## src/rtl/counter_seq_checker_sat_counter.sv

```systemverilog
// Saturating up-counter; clr takes priority over inc, so a coincident clr reads 0.
module sat_counter #(
    parameter int unsigned W = 8
) (
    input  logic         clk,
    input  logic         reset,
    input  logic         clr,
    input  logic         inc,
    output logic [W-1:0] count
);

    logic [W-1:0] count_q;
    logic [W-1:0] count_d;

    always_comb begin
        count_d = count_q;
        if (clr) begin
            count_d = '0;
        end else if (inc && (count_q != '1)) begin
            count_d = count_q + W'(1);
        end
    end

    always_ff @(posedge clk) begin
        if (!reset) begin
            count_q <= '0;
        end else begin
            count_q <= count_d;
        end
    end

    assign count = count_q;

endmodule

```

## config.mk

```make
export PLATFORM = sky130hd
export DESIGN_NAME = sat_counter
export DESIGN_NICKNAME = d
export VERILOG_FILES = /design/src/rtl/counter_seq_checker_sat_counter.sv
export SDC_FILE = /design/constraint.sdc
export NUM_CORES = 1
export LEC_CHECK = 0
export ABC_AREA = 1
export CAP_MARGIN = 10
export CORE_AREA = 10 10 47 49
export CTS_CLUSTER_DIAMETER = 80
export DETAILED_ROUTE_END_ITERATION = 16
export DIE_AREA = 0 0 57 59
export SLEW_MARGIN = 20
export SYNTH_ARGS = -nofsm -noshare
export SYNTH_HDL_FRONTEND = slang
export SYNTH_SLANG_ARGS = --single-unit
```

## constraint.sdc

```tcl
create_clock -name clk -period 1.4 [get_ports clk]
set_clock_uncertainty 0.05 [all_clocks]
set_input_delay 0.28 -clock clk [delete_from_list [all_inputs] [get_ports clk]]
set_output_delay 0.28 -clock clk [all_outputs]
set_load 0.02 [all_outputs]
```

==> metrics.log <==
[metrics] run status: complete, no violations
[metrics] final hold viol count: 0
[metrics] number of flip-flops in the largest register: 8
[metrics] clock-pin slew reported for the worst setup and hold paths after clock tree synthesis: approximately 60 ps
[metrics] fraction of layout cells with a size suffix above 1: 0.2234
[metrics] number of DRC markers after the initial detailed-route iteration: 1
[metrics] highest-count cells in the layout ignoring fill and taps: sky130_fd_sc_hd__nand2_1 (17), sky130_fd_sc_hd__nor2_1 (12), sky130_fd_sc_hd__buf_4 (9)
[metrics] count of cells along the worst register-to-register path: 6
[metrics] critical path depth: 1
[metrics] capture point of the worst path: count[1]
[metrics] remaining number of nets flagged by the antenna check after routing: 0
[metrics] pin slew with the least headroom to its limit: 213.3 ps
[metrics] global router's overall resource usage: 0.06789
[metrics] Peak Freq: 0.7666 GHz
[metrics] HPWL after DPL: 839.1 µm
[metrics] Sinks on Clock Net: 8
[metrics] synthesis-stage register bit count: 8
[metrics] buffer and inverter count on the worst path: 1
[metrics] post-synthesis instance total: 72
[metrics] Root Buffer: sky130_fd_sc_hd__clkbuf_4
[metrics] Worst EP arrival: slightly below 1000 ps
[metrics] portion of the clock cycle consumed by the worst path in the final layout: 0.9317
[metrics] initial core utilization: 0.3304
[metrics] Critical Path, Cell by Cell: dlygate4sd2_1
[metrics] instance count after placement with tap cells included: 107
[metrics] netlist area before placement: about 460 µm²
[metrics] number of global-route vias before repair: ~430
[metrics] met2 Use GR: 0.1039
[metrics] setup repair after global routing missed its margin: false
[metrics] reg-to-reg setup timing slack: 160 ps
[metrics] first-pass GRT wire length: between 1500 and 2000 µm
[metrics] Mean Syn Cell Area: 6.430 µm²
[metrics] clock tree from TritonCTS: done
[metrics] Fillers: 151
[metrics] Critical Path Source: count[1]
[metrics] Ant. Diodes: 0
[metrics] leading cell type in the layout, fill and taps excluded: sky130_fd_sc_hd__nand2_1
[metrics] placeable core region: 0.001401 mm²
[metrics] via total after detailed routing: 498
[metrics] clock latency on the worst-skew pair: approximately 260 ps
[metrics] count of H-tree levels built during CTS: 1
[metrics] number of I/O port buffers: 11
[metrics] routed wire length per instance: 9.555 µm
[metrics] met3 Use GR: 0.03219
[metrics] vias per std cell: 4.527
[metrics] worst path required time: approximately 1100 ps
[metrics] Non-Filler Instances: 110
[metrics] Worst IR Drop VDD: 0.4276 mV
[metrics] Net Count, Synth: 77
[metrics] Leakage: approximately 0.00034 µW
[metrics] cell at the slowest stage of the critical path: sky130_fd_sc_hd__dfxtp_1
[metrics] largest net degree at the start of global routing: 11
[metrics] reg2reg end: count[5]
[metrics] met1 Track Usage GR: 0.07506
[metrics] Slowest Stage Delay on Critical Path: 360 ps
[metrics] Finished Core Util: 0.4795
[metrics] overall die height: 59 µm
[metrics] Worst Setup End Kind: primary output
[metrics] critical path's top delay family: flip-flops
[metrics] Slew HR: 0.8584
[metrics] Final Max Tran Viols: 0
[metrics] Crit Path Class: reg2out
[metrics] aggregate global routing overflow: 0
[metrics] aggregate routed wire length: approximately 1100 µm
[metrics] initial antenna violation count: 0
[metrics] maximum fanout along the worst path: 4
[metrics] first-pass iteration count of the detailed router: 2
[metrics] part of the Yosys area used for sequential elements: 0.3459
[metrics] Critical R2R Launch: count[1]
[metrics] number of maximum-capacitance violations: 0
[metrics] Synth warnings: 0
[metrics] layer carrying the most global-route usage: met2
[metrics] I/O Pins: 12
[metrics] number of setup buffers added after CTS: 0
[metrics] DRC violations left: 0
[metrics] Final #Nets: ~100
[metrics] Unique masters post-synth: 18
[metrics] Clock Tree Buf Depth: 2
[metrics] number of buffers inserted during clock tree synthesis: 3
[metrics] number of cell rows: 14
[metrics] endpoints failing setup: 0
[metrics] class of the tightest hold or removal check: reg2reg
[metrics] startpoint kind of the worst setup timing path: flip-flop
[metrics] die area: 0.003363 mm²
[metrics] area growth from synthesis to final layout: 45.14%
[metrics] shortest clock period the worst path allows after layout: 1304 ps
[metrics] last weighted congestion value of the routability-driven placer: slightly above 0.7
[metrics] pwr dens: 686.7 mW/mm²
[metrics] width of the die: 57 µm
==> stage by stage <==
step | area, µm² | TNS [ps] | hold slack (ps) | power, µW | worst slack, ps
6_report | 671.9 | 0 | 484.5 | 461.4 | 95.57
3_5_place_dp | 653.1 | -114.4 | 486.3 | 281.8 | -54.83
5_1_grt | 671.9 | 0 | 507.6 | 483.4 | 6.905
3_3_place_gp | 653.1 | -87.42 | 476.7 | 281.1 | -49.26
2_1_floorplan | 462.9 | 0 | 385.2 | 259.5 | 15.66
4_1_cts | 665.6 | 0 | 501.7 | 469.4 | 53.57
==> per-layer routing <==
layer  wire, µm  vias up
li1           -      273
met1        479      212
met2        469        9
met3         83        4
met4         18        0
met5          0        -
==> report_power, final <==
part | total [µW] | internal [µW] | switching [µW]
clock | 187 | 98.8 | 88.0
sequential | 233 | 231 | 2.66
combinational | 41.4 | 21.8 | 19.6
total | 461 | 351 | 110
==> repair_timing <==
item / 4_1_cts / 5_1_grt
gates resized for setup: 8 / 3
hold buffers: 0 / 0
endpoints found under the setup margin: 8 / 4
==> worst min-delay path by stage <==
| stage | from | to | slack (ps) | cells past startpoint |
|---|---|---|---|---|
| 5_1_grt | count[0] | count[0] | 510 | 2 |
| 6_report | count[0] | count[0] | 480 | 2 |
| 3_5_place_dp | count[1] | count[1] | 490 | 2 |
| 3_3_place_gp | count[1] | count[1] | 480 | 2 |
| 2_1_floorplan | clr | count[2] | 390 | 3 |
| 4_1_cts | count[1] | count[1] | 500 | 2 |
==> cells by family after synthesis <==
| family | share of synthesized area |
|---|---|
| and+or+nand+nor | 0.4433 |
| DFF | 0.3459 |
| buffers and inverters | 0.09729 |
| AOI/OAI and AO/OA | 0.08649 |
| adders and majority gates | 0.02702 |
==> synth_stat cells (all sizes together) <==
cell	count	share of area
inv	9	0.073
nor2	16	0.16
nor3	2	0.022
ha	1	0.027
a21oi	6	0.065
nand4	1	0.014
dfxtp	8	0.35
clkinv	1	0.0081
nand2	19	0.18
nand3	4	0.043
o21ai	2	0.022
nand3b	2	0.032
buf	1	0.016
==> cell type report <==
class                   count  area (µm²)  area share
flip-flops and latches      8       161.4      0.2402
multi-input cells          53       262.8      0.3911
well taps                  16       20.02     0.02980
clock buffers               3       22.52     0.03352
inverters                  10       37.54     0.05587
repair buffers             20       167.7      0.2495
(Power assumes the default switching activity.)
